### src/rtl/vga_pkg.sv
// Shared widths, raster limits, plot command layout and FSM state encoding
// for the CPU pixel-plot receiver.
`timescale 1ns/1ps
package vga_pkg;
    localparam int VGA_XW   = 8;
    localparam int VGA_YW   = 8;
    localparam int VGA_COLW = 3;
    localparam int VGA_XMAX = 159;
    localparam int VGA_YMAX = 119;

    typedef struct packed {
        logic [VGA_XW-1:0]   x;
        logic [VGA_YW-1:0]   y;
        logic [VGA_COLW-1:0] col;
    } plot_cmd_t;

    typedef enum logic [1:0] {
        IDLE,
        DRAIN,
        CLEAR
    } fsm_state_t;
endpackage

### src/rtl/plot_fifo.sv
// Synchronous DEPTH-entry FIFO of plot commands with occupancy count and a
// peek at the entry behind the head, so the drain side can stream without bubbles.
`timescale 1ns/1ps
module plot_fifo
    import vga_pkg::*;
#(
    parameter type T     = plot_cmd_t,
    parameter int  DEPTH = 4,
    localparam int AW    = $clog2(DEPTH),
    localparam int CW    = $clog2(DEPTH + 1)
) (
    input  logic          clk,
    input  logic          reset,
    input  logic          push,
    input  T              din,
    input  logic          pop,
    output T              head,
    output T              next,
    output logic [CW-1:0] count,
    output logic          full,
    output logic          empty
);
    T              mem [DEPTH];
    logic [AW-1:0] wr_ptr;
    logic [AW-1:0] rd_ptr;
    logic [AW-1:0] rd_nxt;

    assign rd_nxt = rd_ptr + AW'(1);
    assign head   = mem[rd_ptr];
    assign next   = mem[rd_nxt];
    assign full   = (count == CW'(DEPTH));
    assign empty  = (count == '0);

    // Storage is not reset; only pointers and count define validity.
    always_ff @(posedge clk) begin
        if (push) begin
            mem[wr_ptr] <= din;
        end
    end

    always_ff @(posedge clk) begin
        if (reset) begin
            wr_ptr <= '0;
            rd_ptr <= '0;
            count  <= '0;
        end else begin
            if (push) wr_ptr <= wr_ptr + AW'(1);
            if (pop)  rd_ptr <= rd_nxt;
            case ({push, pop})
                2'b10:   count <= count + CW'(1);
                2'b01:   count <= count - CW'(1);
                default: count <= count;
            endcase
        end
    end
endmodule

### src/rtl/vga_plot_receiver.sv
// CPU pixel-plot responder: queues strobed plots and drains them, or a full-screen
// clear sweep, to the framebuffer write port. Optional VGA_PLOT_CLIP_EN drops off-screen plots.
`timescale 1ns/1ps
module vga_plot_receiver
    import vga_pkg::*;
#(
    parameter int XW    = VGA_XW,
    parameter int YW    = VGA_YW,
    parameter int COLW  = VGA_COLW,
    parameter int DEPTH = 4,
    parameter int XMAX  = VGA_XMAX,
    parameter int YMAX  = VGA_YMAX
) (
    input  logic            clk,
    input  logic            reset,
    input  logic [XW-1:0]   vgax,
    input  logic [YW-1:0]   vgay,
    input  logic            vgaw,
    input  logic [COLW-1:0] colour,
    input  logic            clear_req,
    input  logic [COLW-1:0] clear_col,
    output logic            busy,
    output logic            overflow,
    output logic            clear_done,
    output logic [XW-1:0]   fb_x,
    output logic [YW-1:0]   fb_y,
    output logic [COLW-1:0] fb_col,
    output logic            fb_we,
    input  logic            fb_ready
`ifdef VGA_PLOT_CLIP_EN
    ,
    output logic [7:0]      clip_count
`endif
);
    localparam int CW = $clog2(DEPTH + 1);

    typedef struct packed {
        logic [XW-1:0]   x;
        logic [YW-1:0]   y;
        logic [COLW-1:0] col;
    } cmd_t;

    cmd_t          din;
    cmd_t          head;
    cmd_t          nxt;
    logic [CW-1:0] count;
    logic          full;
    logic          empty;
    logic          push;
    logic          pop;
    logic          clipped;
    logic          pending;
    fsm_state_t    state;

`ifdef VGA_PLOT_CLIP_EN
    assign clipped = (vgax > XW'(XMAX)) || (vgay > YW'(YMAX));
`else
    assign clipped = 1'b0;
`endif

    assign din  = '{x: vgax, y: vgay, col: colour};
    assign pop  = (state == DRAIN) && fb_we && fb_ready;
    assign push = vgaw && !clipped && (!full || pop);
    assign busy = full || pending || (state == CLEAR);

    plot_fifo #(
        .T     (cmd_t),
        .DEPTH (DEPTH)
    ) u_fifo (
        .clk   (clk),
        .reset (reset),
        .push  (push),
        .din   (din),
        .pop   (pop),
        .head  (head),
        .next  (nxt),
        .count (count),
        .full  (full),
        .empty (empty)
    );

    // The presented plot stays in the FIFO until accepted; on accept the entry behind
    // it is loaded directly so back-to-back writes need no idle cycle.
    always_ff @(posedge clk) begin
        if (reset) begin
            state      <= IDLE;
            pending    <= 1'b0;
            overflow   <= 1'b0;
            clear_done <= 1'b0;
            fb_x       <= '0;
            fb_y       <= '0;
            fb_col     <= '0;
            fb_we      <= 1'b0;
        end else begin
            clear_done <= 1'b0;
            if (vgaw && !clipped && full && !pop) overflow <= 1'b1;
            if (clear_req && (state != CLEAR)) pending <= 1'b1;

            case (state)
                IDLE: begin
                    if (pending && empty) begin
                        state   <= CLEAR;
                        pending <= 1'b0;
                        fb_x    <= '0;
                        fb_y    <= '0;
                        fb_col  <= clear_col;
                        fb_we   <= 1'b1;
                    end else if (!empty) begin
                        state  <= DRAIN;
                        fb_x   <= head.x;
                        fb_y   <= head.y;
                        fb_col <= head.col;
                        fb_we  <= 1'b1;
                    end
                end
                DRAIN: begin
                    if (fb_we && fb_ready) begin
                        if (count > CW'(1)) begin
                            fb_x   <= nxt.x;
                            fb_y   <= nxt.y;
                            fb_col <= nxt.col;
                        end else if (pending && !push) begin
                            state   <= CLEAR;
                            pending <= 1'b0;
                            fb_x    <= '0;
                            fb_y    <= '0;
                            fb_col  <= clear_col;
                        end else begin
                            state <= IDLE;
                            fb_we <= 1'b0;
                        end
                    end
                end
                CLEAR: begin
                    if (fb_we && fb_ready) begin
                        if ((fb_x == XW'(XMAX)) && (fb_y == YW'(YMAX))) begin
                            state      <= IDLE;
                            fb_we      <= 1'b0;
                            clear_done <= 1'b1;
                        end else if (fb_x == XW'(XMAX)) begin
                            fb_x <= '0;
                            fb_y <= fb_y + YW'(1);
                        end else begin
                            fb_x <= fb_x + XW'(1);
                        end
                    end
                end
                default: state <= IDLE;
            endcase
        end
    end

`ifdef VGA_PLOT_CLIP_EN
    always_ff @(posedge clk) begin
        if (reset) begin
            clip_count <= '0;
        end else if (vgaw && clipped && (clip_count != 8'hFF)) begin
            clip_count <= clip_count + 8'd1;
        end
    end
`endif
endmodule
### config.mk
export PLATFORM = sky130hd
export DESIGN_NAME = vga_plot_receiver
export DESIGN_NICKNAME = d
export VERILOG_FILES = /design/src/rtl/vga_pkg.sv /design/src/rtl/plot_fifo.sv /design/src/rtl/vga_plot_receiver.sv
export SDC_FILE = /design/constraint.sdc
export NUM_CORES = 1
export LEC_CHECK = 0
export BUFFER_PORTS_ARGS = -buffer_cell sky130_fd_sc_hd__buf_2
export CORE_ASPECT_RATIO = 1.1
export CORE_UTILIZATION = 59
export DETAILED_ROUTE_END_ITERATION = 8
export PLACE_DENSITY = 0.84
export SETUP_SLACK_MARGIN = 0.5
export SYNTH_ARGS = -nofsm -noshare
export SYNTH_HDL_FRONTEND = slang
export SYNTH_SLANG_ARGS = --single-unit
### constraint.sdc
create_clock -name clk -period 2.5 [get_ports clk]
set_input_delay 0.375 -clock clk [delete_from_list [all_inputs] [get_ports clk]]
set_output_delay 0.375 -clock clk [all_outputs]
set_load 0.02 [all_outputs]
==> impl_metrics.toml, run 1 <==
[job]
drv_cap = 0

[setup_path]
cp.arrival_ns = 2.34
cp_data_required_time_ns = 2.78
crit_chain = "inv_2, ha_4, nor4bb_1, buf_4, nor3_4, and2_4, nand3_1, a31o_2"
critPathSlowestCell = "dfxtp_2"
start_kind = "flip-flop"
path_max_fanout = 8
end_kind = "flip-flop"
critical_path_class = "reg2reg"
max_stage_delay_ns = 0.41

[die]
die_w_um = 94.0
die_area_um2 = 9690
io_pins = 50
dieHeight_um = 103
num_rows = 36
start_util = 0.612
coreArea_um2 = 8960

[global_route]
grt_pass1_wl_um = 19300
gr-total-overflow = 0
grt_max_degree = 31
grt_use_total = 0.268
grt_pass1_vias = 3671
antenna_found_initial = 0

[timing]
rsz0062_at_grt = "yes"
relSlewSlack = 0.647
finClkSkew_ns = 0.0165
fin_tns_setup_ns = 0
fin_crit_ns = 2.06
setup_viol = 0
finalCritPeriodShare = 0.823
max_freq_mhz = 486
tightest_slew_ns = 0.527
finalHoldViolations = 0
slew_viol_final = 0

[synthesis]
syn_avg_cell_area_um2 = 13.6
async_flop_share = 0
synth_most_common_cell = "edfxtp_1"
synthTopCellsByCount = "edfxtp_1, mux4_2, dfxtp_1"
ys_seq_area_frac = 0.540
synth_cell_types = 57
synth_top_area_cell = "edfxtp_1"
synthTopCellsByArea = "edfxtp_1, mux4_2, dfxtp_1"
synth_ff_type = "edfxtp_1"
netlist_area_um2 = 5490
syn_inst = 404
yosysWarnings = 0
synth_fp_nets = 446
yosysTopAreaCellShare = 0.416
synth-edff-count = 76
ys_ff_latch = 110

[route]
viasPerCell = 6.67
drc_errors = 0
detail-route-antenna-nets = 0
wl_per_cell_um = 21.4
num_vias = 3987
drt-total-wl_um = 12800
drtPass1Iterations = 5
drt-initial-drc-count = 391

[clock_tree]
cts_tree = "done"
cts-root-buf = "clkbuf_8"
clkTransAtPathRegs_ns = 0.11
cts.sinks = 110
worstSkewPairLatency_ns = 0.38
cts.path.max_buffers = 2
cts_made_buffers = 9
htree_levels = 3

[power]
p_per_area_nw_per_um2 = 1030
p_leak_nw = 2.31
vdd_drop_max_uv = 460

[final_layout]
nNetsFinal = 521
layout-drive-gt1-share = 0.405
nFillCells = 542
area_delta_synth_final_pct = 18.9
fin_cells = 598
n_antenna_cell = 0

[hold_path]
hold_path.class = "in2reg"

[place]
gp_congestion = 0.974
post-place-cells = 563
io_buffers = 49
hpwl_um = 8450

[run_status]
status = "finished clean"
-- worst paths after layout --
path | startpoint | end | slack, ns | depth (start not counted)
setup / recovery | state[0]$_SDFFE_PP0P_ | fb_x[6]$_SDFFE_PP0P_ | 0.44 | 8
hold reg to reg | overflow$_SDFFE_PP0P_ | overflow$_SDFFE_PP0P_ | 0.48 | 2
setup reg to reg | state[0]$_SDFFE_PP0P_ | fb_x[6]$_SDFFE_PP0P_ | 0.44 | 8
hold / removal | vgay[0] | u_fifo.mem[1][3]$_DFFE_PP_ | 0.21 | 1
-- report_power, final --
| part | leakage (nW) | total (W) | internal [W] | switching [W] |
|---|---|---|---|---|
| Clock | 0.0871 | 0.000993 | 0.000375 | 0.000618 |
| Sequential | 0.984 | 0.00247 | 0.00222 | 0.000252 |
| Combinational | 1.24 | 0.00323 | 0.00143 | 0.00180 |
| Total | 2.31 | 0.00669 | 0.00403 | 0.00267 |
-- critical path, delay by kind of cell (launching register included) --
family	cells	cell delay, ns
simple gates	4	0.86
buf+inv	2	0.26
fa+ha+maj	1	0.18
compound gates	1	0.27
flops	1	0.41
-- metrics by stage --
step / total power (W) / worst slack [ns] / hold WS, ns / instance area [um2] / util
floorplan: 0.00431 / 0.467 / 0.469 / 5540 / -
global placement: 0.00487 / 0.270 / 0.446 / 5960 / 0.665
detailed placement: 0.00493 / 0.209 / 0.469 / 5960 / 0.665
CTS: 0.00620 / 0.411 / 0.205 / 6300 / 0.703
global route: 0.00702 / 0.401 / 0.205 / 6530 / 0.728
finish: 0.00669 / 0.442 / 0.210 / 6530 / 0.728
-- what timing repair did --
item | in CTS | in global routing
pin swaps | 7 | 10
gates cloned | 1 | 0
endpoints found under the setup margin | 101 | 24
buffers inserted | 7 | 11
resized for setup | 21 | 35
endpoints found under the hold margin | 0 | 0
hold buffers | 0 | 0
-- per-layer routing --
metal / GRT usage / share of wire / up-vias
met1: 0.382 / 0.41 / 1938
met3: 0.0332 / 0.074 / 44
met4: 0.0994 / 0.035 / 0
met2: 0.430 / 0.48 / 242
met5: 0 / 0 / -
li1: - / - / 1763
-- registers in the layout, summed over array words and instances (netlist names), named ones only --
name / count
u_fifo.mem: 76
fb_x: 8
fb_y: 8
fb_col: 3
u_fifo.count: 3
state: 2
u_fifo.rd_ptr: 2
u_fifo.wr_ptr: 2
clear_done: 1
fb_we: 1
overflow: 1
pending: 1
-- final cells by class --
class                      count  area, um2  area share
clock buffer                   9        124      0.0190
clock inverter                 7       55.1     0.00843
inverter                      17       63.8     0.00978
multi-input combinational    255       2600       0.399
sequential                   110       3000       0.459
tap                          114        143      0.0219
timing repair buffer          86        539      0.0826
-- placed cells by master, fill, tap and decap left out, drive strengths merged, types with 3 or more instances in the layout --
master	instances
a211oi	18
mux4	38
xor2	8
a21oi	23
o211a	3
nor3	6
nand2	21
nand3	9
inv	20
a22oi	8
nor4	3
and2	8
edfxtp	76
o21ai	10
mux2i	3
ha	15
a31oi	10
clkbuf	9
xnor2	6
a32o	7
dfxtp	34
buf	86
nor2	18
-- kinds of logic after synthesis --
kind of cell             count (synthesis)  share of synthesized area
XOR/XNOR                                14                     0.0223
AND/OR/NAND/NOR                         84                     0.0800
buffers and inverters                   40                     0.0326
flip-flops                             110                      0.540
AO/OA/AOI/OAI                           98                      0.126
multiplexers                            43                      0.165
adder cells (fa/ha/maj)                 15                     0.0342
(Power assumes the default switching activity.)
==> inputs of run 2 (changes only) <==
- clock period: 2.5 -> 1.95 ns (I/O delays scaled with it)
==> impl_metrics.toml, run 2 (synthesized netlist as in run 1, its figures left out) <==
[run_status]
status = "complete, but fails checks"
violations = "negative setup slack"

[timing]
fin_tns_setup_ns = -0.204
finalHoldViolations = 0
final_critical_path_setup_slack_ns = -0.0391
relSlewSlack = 0.630
tightest_slew_ns = 0.555
setup_viol = 9
slew_viol_final = 0
whs_ns = 0.120
max_freq_mhz = 503
rsz0062_at_grt = "yes"
finClkSkew_ns = 0.0176
fin_crit_ns = 1.99
finalCritPeriodShare = 1.02

[die]
num_rows = 36
dieHeight_um = 103
start_util = 0.612
coreArea_um2 = 8960
io_pins = 50
die_w_um = 94.0
die_area_um2 = 9690

[place]
placed_cell_area_um2 = 6370
place_ws_ns = -0.0509
post-place-cells = 598
gp_congestion = 0.907
hpwl_um = 9630
io_buffers = 49

[global_route]
grt_max_degree = 30
grt_pass1_wl_um = 25600
gr-total-overflow = 0
grt_use_total = 0.367
grt_pass1_vias = 4441
antenna_found_initial = 0

[final_layout]
nNetsFinal = 583
largestRegisters = "u_fifo.mem: 76 flops, fb_x: 8 flops, fb_y: 8 flops"
final_area_um2 = 7650
regMostFlops = "u_fifo.mem"
layout_commonest_cell = "edfxtp_1"
layout_common_cells = "edfxtp_1, buf_4, buf_2"
layout-drive-gt1-share = 0.588
n_antenna_cell = 0
area_delta_synth_final_pct = 39.3
nFillCells = 389
fin_cells = 660
largest_register_ffs = 76

[route]
drt-total-wl_um = 19400
drtPass1Iterations = 6
detail-route-antenna-nets = 0
drc_errors = 0
drt-initial-drc-count = 706
wl_per_cell_um = 29.3
num_vias = 4829
viasPerCell = 7.32

[setup_path]
cp.arrival_ns = 2.26
path_buf_inv = 3
start_kind = "flip-flop"
crit_family = "compound AO/OA/AOI/OAI gates"
r2r_cells = 9
reg2reg_slack_ns = -0.04
critical_path_class = "reg2reg"
end_kind = "flip-flop"
rr_startpoint = "u_fifo.count[1]$_SDFFE_PP0P_"
path_max_fanout = 6
critPathSlowestCell = "dfxtp_4"
crit_chain = "inv_6, ha_4, o21ba_4, buf_6, o211ai_1, buf_4, o21ai_2, nor4_1, nor3_1"
cp_data_required_time_ns = 2.22
max_stage_delay_ns = 0.39
worst_r2r_endpoint = "fb_y[2]$_SDFFE_PP0P_"

[clock_tree]
cts.path.max_buffers = 2
clkTransAtPathRegs_ns = 0.13
htree_levels = 3
cts_made_buffers = 9
cts_tree = "done"
cts.sinks = 110
worstSkewPairLatency_ns = 0.39
ctsHoldBuffers = 0
cts-root-buf = "clkbuf_8"

[power]
p_leak_nw = 2.82
vdd_drop_max_uv = 1060
p_per_area_nw_per_um2 = 1430

[job]
drv_cap = 0

[hold_path]
min_to = "u_fifo.mem[3][14]$_DFFE_PP_"
worstHoldPathCells = 1
min_from = "vgax[3]"
hold_path.class = "in2reg"
[run 2: changes by cell type in the layout (fill, tap and decap cells not counted), sizes merged]
| cell | previous run | this run |
|---|---|---|
| bufinv | 0 | 2 |
| clkinvlp | 2 | 0 |
| clkinv | 2 | 0 |
| clkbuf | 9 | 10 |
| buf | 86 | 147 |
| inv | 20 | 22 |
[run 2: per-layer routing]
layer	wire length, um	GRT usage	up-vias
met3	2220	0.0826	131
met2	9250	0.595	462
met4	1240	0.206	0
li1	-	-	1875
met1	6650	0.459	2361
met5	0	0	-
[run 2: layout make-up]
type | count | area (um2) | area share
Sequential cell | 110 | 3010 | 0.394
Tap cell | 114 | 143 | 0.0187
Clock buffer | 9 | 124 | 0.0162
Clock inverter | 7 | 111 | 0.0146
Multi-Input combinational cell | 255 | 2940 | 0.385
Timing Repair Buffer | 148 | 1240 | 0.162
Inverter | 17 | 76.3 | 0.00998
[run 2: worst max path at each step]
stage                                  to  depth (start not counted)                         start  slack, ns
floorplan            fb_x[3]$_SDFFE_PP0P_                          7          fb_x[6]$_SDFFE_PP0P_      -0.04
global placement    state[1]$_SDFFE_PP0P_                          8          fb_x[0]$_SDFFE_PP0P_       0.07
detailed placement  state[0]$_SDFFE_PP0P_                          6          fb_x[7]$_SDFFE_PP0P_      -0.05
CTS                  fb_y[1]$_SDFFE_PP0P_                          6          fb_x[6]$_SDFFE_PP0P_       0.01
global route         fb_y[2]$_SDFFE_PP0P_                          9  u_fifo.count[1]$_SDFFE_PP0P_      -0.11
finish               fb_y[2]$_SDFFE_PP0P_                          9  u_fifo.count[1]$_SDFFE_PP0P_      -0.04
[run 2: worst register-to-register path: stages, from the launching register on]
cell and delay, ns:
dfxtp_4 0.39, inv_6 0.08, ha_4 0.13, o21ba_4 0.16
buf_6 0.12, o211ai_1 0.28, buf_4 0.26, o21ai_2 0.08
nor4_1 0.29, nor3_1 0.09
[run 2: timing repair]
action | CTS | global route
setup buffers | 24 | 18
pin swaps | 26 | 22
endpoints found under the setup margin | 104 | 111
gates resized for setup | 53 | 77
gates cloned | 3 | 1
[run 2: metrics by stage]
step,utilization,total power [W]
6_report,0.853,0.0109
5_1_grt,0.853,0.0113
4_1_cts,0.793,0.00931
3_5_place_dp,0.710,0.00708
3_3_place_gp,0.710,0.00694
2_1_floorplan,-,0.00568
[run 2: report_power, final]
group	switching (W)	leakage, nW	internal, W
Combinational	0.00341	1.71	0.00276
Sequential	0.000270	0.988	0.00286
Clock	0.000886	0.120	0.000761
==> inputs of run 3 (changes only) <==
- SETUP_SLACK_MARGIN: 0.5 -> 0.1
==> impl_metrics.toml, run 3 (synthesized netlist as in run 1, its figures left out) <==
[place]
post-place-cells = 613
place_ws_ns = -0.346
gp_congestion = 0.918
hpwl_um = 9740
io_buffers = 49

[global_route]
grt_use_total = 0.329
antenna_found_initial = 0
grt_max_degree = 22
grt_pass1_vias = 4277
gr-total-overflow = 0
grt_pass1_wl_um = 22900

[final_layout]
regMostFlops = "u_fifo.mem"
seqCellArea_um2 = 3000
largest_register_ffs = 76
largestRegisters = "u_fifo.mem: 76 flops, fb_x: 8 flops, fb_y: 8 flops"
nNetsFinal = 566
fin_cells = 643
layout_commonest_cell = "edfxtp_1"
nFillCells = 453
area_delta_synth_final_pct = 30.1
multi_input_area_um2 = 2740
n_antenna_cell = 0
layout_common_cells = "edfxtp_1, buf_4, buf_2"
layout-drive-gt1-share = 0.503

[timing]
finalHoldViolations = 0
rsz0062_at_grt = "yes"
slew_viol_final = 0
whs_ns = 0.117
setup_viol = 17
finalCritPeriodShare = 1.05
final_critical_path_setup_slack_ns = -0.0915
finClkSkew_ns = 0.0162
relSlewSlack = 0.673
max_freq_mhz = 490
tightest_slew_ns = 0.490
fin_crit_ns = 2.04

[power]
pwr-share-comb = 0.542
p_per_area_nw_per_um2 = 1380
p_clk_frac = 0.145
p_seq_frac = 0.313
power.share.switching = 0.408
p_int_w = 0.00583
p_switching_w = 0.00401
vdd_drop_max_uv = 890
p_leak_nw = 2.62

[clock_tree]
htree_levels = 3
cts.sinks = 110
cts_made_buffers = 9
cts-root-buf = "clkbuf_8"
clkTransAtPathRegs_ns = 0.11
worstSkewPairLatency_ns = 0.39
ctsHoldBuffers = 0
cts.path.max_buffers = 2
cts_tree = "done"

[run_status]
status = "complete, but fails checks"
violations = "negative setup slack"

[die]
die_area_um2 = 9690
coreArea_um2 = 8960
die_w_um = 94.0
dieHeight_um = 103
io_pins = 50
num_rows = 36
start_util = 0.612

[route]
drc_errors = 0
wl_per_cell_um = 24.4
num_vias = 4425
viasPerCell = 6.88
drtPass1Iterations = 5
detail-route-antenna-nets = 0
drt-total-wl_um = 15700
drt-initial-drc-count = 498

[setup_path]
crit_chain = "inv_4, ha_4, o21ba_4, or2_4, buf_8, buf_4, a32o_1, a22oi_2, a211oi_2"
r2r_cells = 9
end_kind = "flip-flop"
start_kind = "flip-flop"
cp.arrival_ns = 2.31
path_max_fanout = 6
critical_path_class = "reg2reg"
critPathSlowestCell = "dfxtp_4"
max_stage_delay_ns = 0.37
cp_data_required_time_ns = 2.22

[job]
drv_cap = 0

[hold_path]
hold_path.class = "in2reg"
worstHoldPathCells = 1
[run 3: cell types whose count changed in the layout (fill, tap and decap cells not counted), sizes merged]
cell,change
inv,-3
clkinv,+4
bufinv,-1
clkbuf,-1
buf,-16
[run 3: worst max-delay path: cells and delay by family (launching register included)]
kind,cells,cell delay [ns]
AO/OA/AOI/OAI,4,0.80
adder cells (fa/ha/maj),1,0.12
buffers and inverters,3,0.38
flip-flops,1,0.37
AND/OR/NAND/NOR,1,0.26
[run 3: path summary, 6_finish.rpt]
path / startpoint / end / slack (ns)
hold / removal: vgax[2] / u_fifo.mem[0][13]$_DFFE_PP_ / 0.12
hold reg to reg: fb_col[0]$_SDFFE_PP0P_ / fb_col[0]$_SDFFE_PP0P_ / 0.53
setup reg to reg: u_fifo.count[1]$_SDFFE_PP0P_ / fb_y[1]$_SDFFE_PP0P_ / -0.09
setup / recovery: u_fifo.count[1]$_SDFFE_PP0P_ / fb_y[1]$_SDFFE_PP0P_ / -0.09
[run 3: power by group through the flow]
stage          clock network (W)  logic, W  registers (W)
6_report                 0.00143   0.00533        0.00308
4_1_cts                  0.00142   0.00460        0.00303
3_3_place_gp                   0   0.00384        0.00304
3_5_place_dp                   0   0.00400        0.00307
5_1_grt                  0.00152   0.00557        0.00310
2_1_floorplan                  0   0.00226        0.00330
[run 3: what timing repair did]
| item | in CTS | in global routing |
|---|---|---|
| cloned | 1 | 0 |
| buffers inserted | 7 | 6 |
| setup endpoints to repair | 25 | 103 |
| resized for setup | 44 | 48 |
| pin swaps | 13 | 20 |
[run 3: layer usage]
metal | GRT usage | part of all wire
met1 | 0.409 | 0.37
met2 | 0.545 | 0.49
met3 | 0.0723 | 0.090
met4 | 0.174 | 0.048
met5 | 0 | 0
[run 3: layout make-up]
type                            count  share of cell area
Sequential cell                   110               0.420
Clock inverter                      7              0.0114
Inverter                           17              0.0103
Timing Repair Buffer              131               0.137
Clock buffer                        9              0.0173
Multi-Input combinational cell    255               0.383
Tap cell                          114              0.0200
[run 3: per-stage QoR]
step | power [W] | setup TNS, ns | area (um2) | util
after floorplan | 0.00556 | -0.356 | 5570 | -
after global placement | 0.00688 | -2.12 | 6430 | 0.717
after detailed placement | 0.00707 | -3.13 | 6430 | 0.717
after CTS | 0.00905 | -0.0700 | 6880 | 0.767
after global routing | 0.0102 | -1.88 | 7140 | 0.797
final | 0.00984 | -0.542 | 7140 | 0.797
